<file path="config.mk">
export PLATFORM = sky130hd
export DESIGN_NAME = matmul_sequencer
export DESIGN_NICKNAME = d
export VERILOG_FILES = /design/src/rtl/matmul_sequencer.sv
export SDC_FILE = /design/constraint.sdc
export NUM_CORES = 1
export LEC_CHECK = 0
export CAP_MARGIN = 5
export CORE_ASPECT_RATIO = 0.5
export CORE_MARGIN = 8
export CORE_UTILIZATION = 60
export CTS_CLUSTER_SIZE = 40
export DETAILED_ROUTE_END_ITERATION = 6
export MAX_ROUTING_LAYER = met4
export PLACE_DENSITY = 0.87
export SKIP_LAST_GASP = 1
export SLEW_MARGIN = 10
export SYNTH_ARGS = -nofsm -noshare
export SYNTH_HDL_FRONTEND = slang
export SYNTH_SLANG_ARGS = --single-unit
</file>
<file path="constraint.sdc">
create_clock -name clk -period 8.2 [get_ports clk]
set_input_delay 0.82 -clock clk [delete_from_list [all_inputs] [get_ports clk]]
set_output_delay 0.82 -clock clk [all_outputs]
set_load 0.1 [all_outputs]
</file>
<file path="src/rtl/matmul_sequencer.sv">
`default_nettype none
// ============================================================================
//  Module      : matmul_sequencer
//  Description : 2x2 signed matrix multiply, C = A x B, on one time-shared
//                multiplier (8 steps: products accumulated in pairs).
//  Revision    : 1.0
// ============================================================================
module matmul_sequencer #(
   parameter int DATA_W = 8,
   parameter int ACC_W  = 17
) (
   input  logic              clk,
   input  logic              rst,
   input  logic              load_en,
   input  logic              load_sel_ab,
   input  logic [1:0]        load_index,
   input  logic [DATA_W-1:0] in_data,
   input  logic              output_en,
   input  logic [1:0]        output_sel,
   output logic [7:0]        out_data,
   output logic              done,
   output logic              busy
);

   localparam int PW = 2 * DATA_W;

   typedef enum logic [1:0] {
      S_LOAD    = 2'd0,
      S_COMPUTE = 2'd1,
      S_DONE    = 2'd2
   } state_t;

   state_t state_q, state_d;
   logic [7:0] mask_q, mask_d;
   logic [2:0] step_q, step_d;
   logic       wr_en_d;

   logic signed [DATA_W-1:0] a_q [4];
   logic signed [DATA_W-1:0] b_q [4];
   logic signed [ACC_W-1:0]  c_q [4];
   logic signed [ACC_W-1:0]  acc_q;
   logic [7:0]               out_q;
   logic                     done_q;
   logic                     busy_q;

   logic [7:0]               w_bit;
   logic [1:0]               w_e;
   logic                     w_t;
   logic signed [DATA_W-1:0] w_a;
   logic signed [DATA_W-1:0] w_b;
   logic signed [PW-1:0]     w_prod;
   logic signed [ACC_W-1:0]  w_prod_ext;
   logic                     w_unused_c;

   assign w_bit = 8'b1 << {load_sel_ab, load_index};

   // Step k: e = k>>1 picks the result, t = k&1 picks the inner-product term.
   assign w_e        = step_q[2:1];
   assign w_t        = step_q[0];
   assign w_a        = a_q[{step_q[2], step_q[0]}];
   assign w_b        = b_q[{step_q[0], step_q[1]}];
   assign w_prod     = PW'(w_a) * PW'(w_b);
   assign w_prod_ext = ACC_W'(w_prod);

   assign w_unused_c = ^{c_q[0][ACC_W-1:8], c_q[1][ACC_W-1:8],
                         c_q[2][ACC_W-1:8], c_q[3][ACC_W-1:8]};

   always_comb begin
      state_d = state_q;
      mask_d  = mask_q;
      step_d  = step_q;
      wr_en_d = 1'b0;
      case (state_q)
         S_LOAD: begin
            if (load_en) begin
               wr_en_d = 1'b1;
               mask_d  = mask_q | w_bit;
               if (mask_d == 8'hFF) begin
                  state_d = S_COMPUTE;
                  step_d  = 3'd0;
               end
            end
         end
         S_COMPUTE: begin
            step_d = step_q + 3'd1;
            if (step_q == 3'd7) state_d = S_DONE;
         end
         S_DONE: begin
            if (load_en) begin
               wr_en_d = 1'b1;
               mask_d  = w_bit;
               state_d = S_LOAD;
            end
         end
         default: state_d = S_LOAD;
      endcase
   end

   always_ff @(posedge clk or posedge rst) begin
      if (rst) begin
         state_q <= S_LOAD;
         mask_q  <= 8'h00;
         step_q  <= 3'd0;
         done_q  <= 1'b0;
         busy_q  <= 1'b0;
      end else begin
         state_q <= state_d;
         mask_q  <= mask_d;
         step_q  <= step_d;
         done_q  <= (state_d == S_DONE);
         busy_q  <= (state_d == S_COMPUTE);
      end
   end

   always_ff @(posedge clk or posedge rst) begin
      if (rst) begin
         for (int k = 0; k < 4; k++) begin
            a_q[k] <= '0;
            b_q[k] <= '0;
            c_q[k] <= '0;
         end
         acc_q <= '0;
         out_q <= 8'h00;
      end else begin
         if (wr_en_d) begin
            if (load_sel_ab) b_q[load_index] <= in_data;
            else             a_q[load_index] <= in_data;
         end
         if (state_q == S_COMPUTE) begin
            if (!w_t) acc_q    <= w_prod_ext;
            else      c_q[w_e] <= acc_q + w_prod_ext;
         end
         if (output_en) out_q <= c_q[output_sel][7:0];
      end
   end

   assign out_data = out_q;
   assign done     = done_q;
   assign busy     = busy_q;

endmodule
`default_nettype wire

</file>
# After elaboration in Yosys (flattened, before gate mapping)
# Cells that the tools add are included.
dict set report totals {
  regBits 171
  latch_bits 0
  mem_bits_rw 0
  out_inout_bits 10
  elab_cells 88
  memories 0
  mem_bits_ro 0
  input_bits 17
}
dict set report classes {
  n_reduce_logical 12
  n_lt_le_gt_ge 7
  n_mux 29
  n_shift 1
  n_eq_ne 9
  bitwise 8
  addsub 2
  div 0
  multipliers 1
}
# cell count
set op_table {}
lappend op_table {{8-bit 2-to-1 mux} 9}
lappend op_table {{68-bit bitwise mux} 1}
lappend op_table {{32-bit bitwise mux} 2}
lappend op_table {{17-bit binary-select mux with 2-bit select} 1}
lappend op_table {{17-bit demux with 2-bit select} 1}
lappend op_table {{8-bit binary-select mux with 2-bit select} 2}
lappend op_table {{16-bit by 16-bit adder with 17-bit output} 1}
lappend op_table {{17-bit 2-to-1 mux} 1}
lappend op_table {{8-bit demux with 2-bit select} 1}
lappend op_table {{8-bit by 8-bit multiplier with 16-bit output} 1}
lappend op_table {{8-bit case mux with 2 select lines} 1}
lappend op_table {{3-bit >= comparator, second input constant} 5}
lappend op_table {{2-bit NOT with 3-bit output} 5}
lappend op_table {{8-bit equality test, second input constant} 1}
lappend op_table {{2-bit 2-to-1 mux} 4}
lappend op_table {{8-bit bitwise OR} 1}
lappend op_table {{2-bit AND reduction} 4}
lappend op_table {{1-bit by 3-bit left shift with 8-bit output, first input constant} 1}
lappend op_table {{3-bit by 1-bit < comparator with 1-bit output, second input constant} 2}
lappend op_table {{3-bit 2-to-1 mux} 2}
lappend op_table {{2-bit inequality test, second input constant} 3}
lappend op_table {{2-bit case mux with 3 select lines} 1}
lappend op_table {{3-bit case mux with 2 select lines} 1}
lappend op_table {{3-bit AND reduction} 2}
lappend op_table {{10 further kinds} 16}

# Depth between registers and ports, before layout
# Gate-level depths: netlist of the first run.
dict set report logic_depth {
  ltp_word 7
  ltp_mapped 21
}

# Least setup slack after synthesis of the first run
# OpenSTA, ideal clock, no wires.
dict set report synth_path {
  kind {reg-to-reg}
  start {register step_q[1]}
  end {register c_q[41] in the netlist's numbering}
  required_ns 8.075
  stages_incl_launch_ff 18
  arrival_ns 4.969
  slack_ns 3.107
  setup_time_ns 0.125
  path_buffers 1
  period_less_slack_ns 5.093
  path_cell_list {dfrtp_1 -> buf_6 -> mux4_2 -> and2_1 -> ha_1 -> inv_1 -> fa_1 -> inv_1 -> ha_1 -> fa_1 -> ha_1 -> fa_1 -> xor2_1 -> ha_1 -> o41ai_1 -> xor2_1 -> xnor3_1 -> mux2_2}
}
dict set report synth_via {
  elab_chain_cells 7
  elab_cells_between_ends 13
  classes_between {add/sub: 1; mul: 1; order compare: 2; mux: 6; bitwise: 2; reduce/logical: 1}
}
# item line_no
set synth_rtl {}
lappend synth_rtl {{start: declaration} 35} ;# logic [2:0] step_q, step_d;
lappend synth_rtl {{start signal: assignment} 109} ;# step_q <= step_d;
lappend synth_rtl {{2-bit NOT with 3-bit output (not written as such)} 61} ;# assign w_b = b_q[{step_q[0], step_q[1]}];
lappend synth_rtl {{8-bit binary-select mux with 2-bit select} 61}
lappend synth_rtl {{8-bit 2-to-1 mux (not written as such) (2 in a row)} 61}
lappend synth_rtl {{8-bit by 8-bit multiplier with 16-bit output} 62} ;# assign w_prod = PW'(w_a) * PW'(w_b);
lappend synth_rtl {{via w_prod[6]} 51} ;# logic signed [PW-1:0] w_prod;
lappend synth_rtl {{16-bit by 16-bit adder with 17-bit output} 131} ;# else c_q[w_e] <= acc_q + w_prod_ext;
lappend synth_rtl {{68-bit bitwise mux} 131}
lappend synth_rtl {{end signal: indexed assignment} 131}
lappend synth_rtl {{end: declaration} 40} ;# logic signed [ACC_W-1:0] c_q [4];
# The timed path passes the listed nets, and every way through them passes these cells. The select of a mux whose other input is x is not followed.
# A chain may end at the register's enable or synchronous reset.

# Worst setup path in the final report of the first run
dict set report layout_path {
  start {register step_q[0]}
  end {register c_q[7] in the netlist's numbering}
}
dict set report layout_via {
  elab_chain_cells 7
  elab_cells_between_ends 12
  classes_between {add/sub: 1; mul: 1; mux: 7; bitwise: 2; reduce/logical: 1}
}
# item line_no
set layout_rtl {}
lappend layout_rtl {{2-bit NOT with 3-bit output (on tied branches)} {60, 61}}
lappend layout_rtl {{8-bit binary-select mux with 2-bit select (on tied branches)} {60, 61}}
lappend layout_rtl {{8-bit 2-to-1 mux (on tied branches) (2 in a row)} {60, 61}}
lappend layout_rtl {{8-bit by 8-bit multiplier with 16-bit output} 62}
lappend layout_rtl {{16-bit by 16-bit adder with 17-bit output} 131}
lappend layout_rtl {{68-bit bitwise mux} 131}
# Several ways; a longest one is shown, not always the timed one. The select of a mux whose other input is x is not followed.

==> results of run 1 <==
## cells by family after synthesis
kind of cell / after synthesis / synth area share (%)
simple gates: 110 / 7.85
compound gates: 36 / 3.45
buf+inv: 40 / 2.62
xor+xnor: 24 / 3.49
fa+ha+maj: 41 / 9.21
flops: 127 / 47.9
mux: 125 / 25.5
## layer usage
metal  GRT usage [%]  routed length [um]
met1            24.3                5890
met2            34.7                7300
met3            5.37                 891
met4            8.20                 403
met5               -                   0
## flip-flops by register name, summed over array words and instances, names as in the netlist
register	count
done	1
c_q	32
a_q	32
mask_q	8
state_q	2
step_q	3
b_q	32
out_data	8
acc_q	8
busy	1
## cells in the final DEF (no fill, tap or decap), types with 2 or more instances in the layout
master / netlist / layout
dfrtp_1: 127 / 127
inv_6: 0 / 5
mux4_2: 21 / 21
inv_8: 0 / 3
and3_1: 3 / 3
mux4_1: 3 / 3
xor2_1: 5 / 5
xnor2_1: 17 / 17
nand2_1: 54 / 54
inv_1: 28 / 27
clkinvlp_4: 0 / 3
buf_4: 0 / 2
nor3_1: 2 / 2
clkbuf_16: 0 / 17
nor2b_1: 3 / 3
and2_1: 23 / 23
a21o_1: 8 / 8
ha_1: 28 / 28
clkdlybuf4s50_1: 0 / 26
fa_1: 13 / 13
a21oi_1: 8 / 8
bufinv_16: 0 / 3
mux2_2: 101 / 101
o21bai_1: 2 / 2
nor2_1: 14 / 14
nand2b_1: 3 / 3
o21ai_0: 11 / 11
nand3_1: 3 / 3
o2bb2ai_1: 2 / 2
## layout make-up
| type | count | area (um2) |
|---|---|---|
| clock buffers | 17 | 425 |
| clock inverters | 15 | 199 |
| fillers | 680 | 3230 |
| inverters | 28 | 108 |
| multi-input cells | 336 | 3280 |
| flip-flops and latches | 127 | 3180 |
| well taps | 145 | 181 |
| repair buffers | 28 | 275 |
## per-stage QoR
step / cell area, um2 / util [%] / hold WS [ps] / setup WS (ps)
finish: 7650 / 70.3 / 486 / 2360
detailed placement: 7020 / 64.6 / 469 / 2360
global placement: 7020 / 64.6 / 458 / 2470
global route: 7650 / 70.3 / 511 / 2070
CTS: 7650 / 70.3 / 483 / 2330
floorplan: 6630 / - / 443 / 3110
## worst max-delay path, stage by stage (launching register included)
cell and delay (ps):
dfrtp_1 1030, mux4_2 690, and2_1 210, fa_1 480, ha_1 290, inv_1 50, fa_1 500, fa_1 540
inv_1 40, ha_1 310, a21oi_1 240, xnor2_2 150, xnor2_1 110, xnor2_1 290, xnor3_1 510, mux2_2 280
## worst max-delay path by stage
stage,endpoint,startpoint,slack (ps)
floorplan,c_q[41]$_DFFE_PP0P_,step_q[1]$_DFFE_PP0P_,3110
finish,c_q[7]$_DFFE_PP0P_,step_q[0]$_DFFE_PP0P_,2360
CTS,c_q[7]$_DFFE_PP0P_,step_q[0]$_DFFE_PP0P_,2330
detailed placement,c_q[58]$_DFFE_PP0P_,step_q[0]$_DFFE_PP0P_,2360
global placement,c_q[58]$_DFFE_PP0P_,step_q[0]$_DFFE_PP0P_,2470
global route,c_q[58]$_DFFE_PP0P_,step_q[0]$_DFFE_PP0P_,2070
==> flow_summary.json, run 1 <==
{
  "nNetsFinal": 596,
  "ant_nets": 0,
  "outcome": "finished clean",
  "hp-start": "mask_q[5]$_DFFE_PP0P_",
  "finalClockSkew_ps": 7.42,
  "yosys_register_bits": 127,
  "grt_max_degree": 79,
  "synthTopCellsByArea": "dfrtp_1 48%, mux2_2 17%, mux4_2 7.1%",
  "avgViaCountPerCell": 6.04,
  "wl_per_cell_um": 20.8,
  "clkSinkCount": 127,
  "ys_warn_count": 0,
  "clock_path_buffers": 2,
  "io_pins": 27,
  "grt_pass1_vias": 4626,
  "hold_path.class": "flip-flop to flip-flop",
  "whs_path_depth": 1,
  "numCtsBuffers": 17,
  "drive_above_1_share_pct": 29.0,
  "hold_buffers": 0,
  "tightestPinTransition_ps": 1070,
  "wl_um": 14500,
  "cp_data_required_time_ps": 8500,
  "num_rows": 27,
  "io_buffers": 26,
  "dp_cells": 664,
  "cts_htree_levels": 4,
  "drv_cap": 0,
  "cts_tree": "yes",
  "yosysUniqueCellTypes": 38,
  "drcViolationCount": 0,
  "path_clk_slew_ps": 60,
  "r2r-start": "step_q[0]$_DFFE_PP0P_",
  "syn_nets": 561,
  "grt_pass1_wl_um": 23800,
  "die_x_um": 165,
  "clockRootBuffer": "clkbuf_16",
  "synth-edff-count": 0,
  "synth_area_um2": 6630,
  "arrival_ps": 6140,
  "critPathLaunchType": "flip-flop",
  "syn-instance-count": 503,
  "crit_fanout": 22,
  "fmax_ghz": 0.171,
  "vias": 4205,
  "setup_tns_ps": 0,
  "area_growth_pct": 15.3,
  "grt-ovfl-total": 0,
  "die_h_um": 90.3,
  "setup_violations": 0,
  "ys_async_sr_fraction_pct": 100,
  "synth_top_cell_by_area": "dfrtp_1",
  "core-area_um2": 10900,
  "worstRegToRegCells": 15,
  "min_to": "mask_q[5]$_DFFE_PP0P_",
  "synth.top_cells.by_count": "127 x dfrtp_1, 101 x mux2_2, 54 x nand2_1",
  "final_cells": 696,
  "cts_resized": 0,
  "finalCritPeriodShare_pct": 71.3,
  "hold_viol_final": 0,
  "reg2reg_to": "c_q[7]$_DFFE_PP0P_",
  "clock_latency_ps": 420,
  "yosysMostFrequentCell": "dfrtp_1",
  "synth_top_area_share_pct": 47.9,
  "r2r_slack_ps": 2360,
  "drt_iter0_drc": 448,
  "num_antenna_cells": 0,
  "antenna_found_initial": 0,
  "relSlewSlack_pct": 28.1,
  "period_needed_ps": 5840,
  "synth-main-ff-cell": "dfrtp_1",
  "path_class": "flip-flop to flip-flop",
  "slew_viol_final": 0,
  "ys_seq_area_share_pct": 47.9,
  "end_kind": "flip-flop",
  "floorplan.initialDensity_pct": 61.0,
  "rsz0062_at_grt": "false",
  "gp_congestion": 0.834,
  "syn_avg_cell_area_um2": 13.2,
  "dp_hpwl_um": 9130,
  "die_area_um2": 14900,
  "postCtsSetupRepairBufs": 0,
  "track_usage_pct": 21.0,
  "drt_pre_antenna_iters": 4
}
Power of run 1 is left out: the tool's default activity adds up to more than one toggle a clock period on the data nets, which glitch-free logic cannot reach.
==> run 2: changes to the inputs <==
CORE_UTILIZATION = 55   (was 60)
PLACE_DENSITY = 0.84   (was 0.87)
clock period = 4.98 ns   (was 8.2 ns; I/O delays follow)
==> flow_summary.json, run 2 (synthesis results as in run 1) <==
{
  "layout_common_cells": "124 x dfrtp_1, 99 x mux2_2, 54 x nand2_1, 36 x buf_4, 26 x clkdlybuf4s50_1",
  "crit_slowest_cell": "fa_1",
  "path_buf_inv": 4,
  "finalClockSkew_ps": 7.73,
  "path_clk_slew_ps": 60,
  "slew_viol_final": 0,
  "tightestPinTransition_ps": 986,
  "design_area_um2": 8140,
  "violations": "negative setup slack",
  "hold_path.class": "flip-flop to flip-flop",
  "drcViolationCount": 0,
  "grt_max_degree": 62,
  "critPathLaunchType": "flip-flop",
  "wl_um": 15000,
  "outcome": "finished, violations left",
  "setup_violations": 4,
  "post_dp_cell_area_um2": 7240,
  "track_usage_pct": 20.1,
  "num_antenna_cells": 0,
  "crit_fanout": 6,
  "cp_data_required_time_ps": 5280,
  "rsz0062_at_grt": "true",
  "antenna_found_initial": 0,
  "grt_pass1_vias": 4615,
  "cp_cell_sequence": "buf_12 > buf_4 > mux4_2 > and2_4 > ha_4 > inv_2 > fa_1 > fa_1 > fa_1 > inv_1 > ha_4 > xor2_4 > ha_4 > nor3_2 > nor2_2 > o41ai_2 > xor2_1 > xnor3_2 > mux2_4",
  "clockRootBuffer": "clkbuf_16",
  "hold_viol_final": 0,
  "fill_cells": 770,
  "relSlewSlack_pct": 34.1,
  "cts_htree_levels": 4,
  "grt-ovfl-total": 0,
  "arrival_ps": 5480,
  "die_area_um2": 16000,
  "die_h_um": 93.7,
  "finalCritPeriodShare_pct": 104,
  "utilization_pct": 69.0,
  "num_rows": 28,
  "core-area_um2": 11800,
  "wl_per_cell_um": 19.9,
  "top_regs": "a_q: 32 flops, b_q: 32 flops, c_q: 32 flops",
  "avgViaCountPerCell": 5.62,
  "grt_pass1_wl_um": 23900,
  "clkSinkCount": 127,
  "gp_congestion": 0.845,
  "period_needed_ps": 5180,
  "io_pins": 27,
  "floorplan.initialDensity_pct": 56.2,
  "drt_iter0_drc": 247,
  "setup_slack_ps": -201,
  "pre_cts_ws_ps": -281,
  "drv_cap": 0,
  "end_kind": "flip-flop",
  "drive_above_1_share_pct": 40.1,
  "area_growth_pct": 22.8,
  "nNetsFinal": 634,
  "crit_family": "adder cells",
  "io_buffers": 26,
  "cts_tree": "yes",
  "numCtsBuffers": 17,
  "fmax_ghz": 0.193,
  "path_class": "flip-flop to flip-flop",
  "final_common_cell": "dfrtp_1",
  "clock_path_buffers": 2,
  "cp_slowest_stage_delay_ps": 550,
  "dp_hpwl_um": 9310,
  "drt_pre_antenna_iters": 4,
  "vias": 4240,
  "clock_latency_ps": 420,
  "ant_nets": 0,
  "die_x_um": 171
}
-- run 2: cell count changes in the layout (fill, tap and decap cells not counted), moves of 3 or more --
| cell | before | now |
|---|---|---|
| buf_4 | 2 | 36 |
| inv_1 | 27 | 19 |
| dfrtp_2 | 0 | 3 |
| dfrtp_1 | 127 | 124 |
| ha_4 | 0 | 8 |
| fa_1 | 13 | 10 |
| ha_1 | 28 | 20 |
| and2_1 | 23 | 16 |
| fa_2 | 0 | 3 |
| inv_2 | 0 | 8 |
| and2_4 | 0 | 7 |
-- run 2: area by class of cell --
cell class / instances / area (um2) / share of cell area (%)
inverters: 28 / 108 / 1.32
clock buffers: 18 / 439 / 5.39
multi-input cells: 336 / 3450 / 42.4
repair buffers: 66 / 601 / 7.38
clock inverters: 14 / 155 / 1.91
well taps: 165 / 206 / 2.54
flip-flops and latches: 127 / 3180 / 39.1
-- run 2: routing by layer --
metal | up-vias | share of wire [%] | GRT usage [%]
met2 | 85 | 51 | 33.7
met5 | - | 0 | -
met3 | 34 | 3.9 | 3.94
li1 | 1921 | - | -
met4 | 0 | 2.3 | 8.84
met1 | 2200 | 42 | 23.7
-- run 2: worst paths after layout --
kind / cells past startpoint / endpoint / startpoint / slack, ps
worst min-delay path: 1 / mask_q[6]$_DFFE_PP0P_ / mask_q[6]$_DFFE_PP0P_ / 480
worst max-delay path: 19 / c_q[24]$_DFFE_PP0P_ / step_q[0]$_DFFE_PP0P_ / -200
worst min register to register: 1 / mask_q[6]$_DFFE_PP0P_ / mask_q[6]$_DFFE_PP0P_ / 480
worst max register to register: 19 / c_q[24]$_DFFE_PP0P_ / step_q[0]$_DFFE_PP0P_ / -200
min in group asynchronous: 2 / c_q[0]$_DFFE_PP0P_ / rst / 560
max in group asynchronous: 3 / b_q[21]$_DFFE_PP0P_ / rst / 3430
-- run 2: worst register-to-register path: stages (launching register included) --
cell     delay, ps
dfrtp_2        450
buf_12         160
buf_4          120
mux4_2         540
and2_4         180
ha_4           260
inv_2           30
fa_1           480
fa_1           520
fa_1           550
inv_1           70
ha_4           240
xor2_4         190
ha_4           190
nor3_2         190
nor2_2          60
o41ai_2         50
xor2_1         200
xnor3_2        310
mux2_4         290
-- run 2: timing repair --
action	in CTS	in global routing
setup endpoints to repair	4	4
hold buffers	0	0
pin swaps	2	26
buffers inserted	6	9
cloned	1	0
gates resized for setup	21	23
-- run 2: per-stage QoR --
step | cells | setup TNS, ps | hold WS (ps)
global placement | 706 | -571 | 459
detailed placement | 706 | -1110 | 463
CTS | 745 | -684 | 476
finish | 754 | -775 | 475
floorplan | 503 | 0 | 443
global route | 754 | -1410 | 497
Power of run 2 is left out for the same reason.
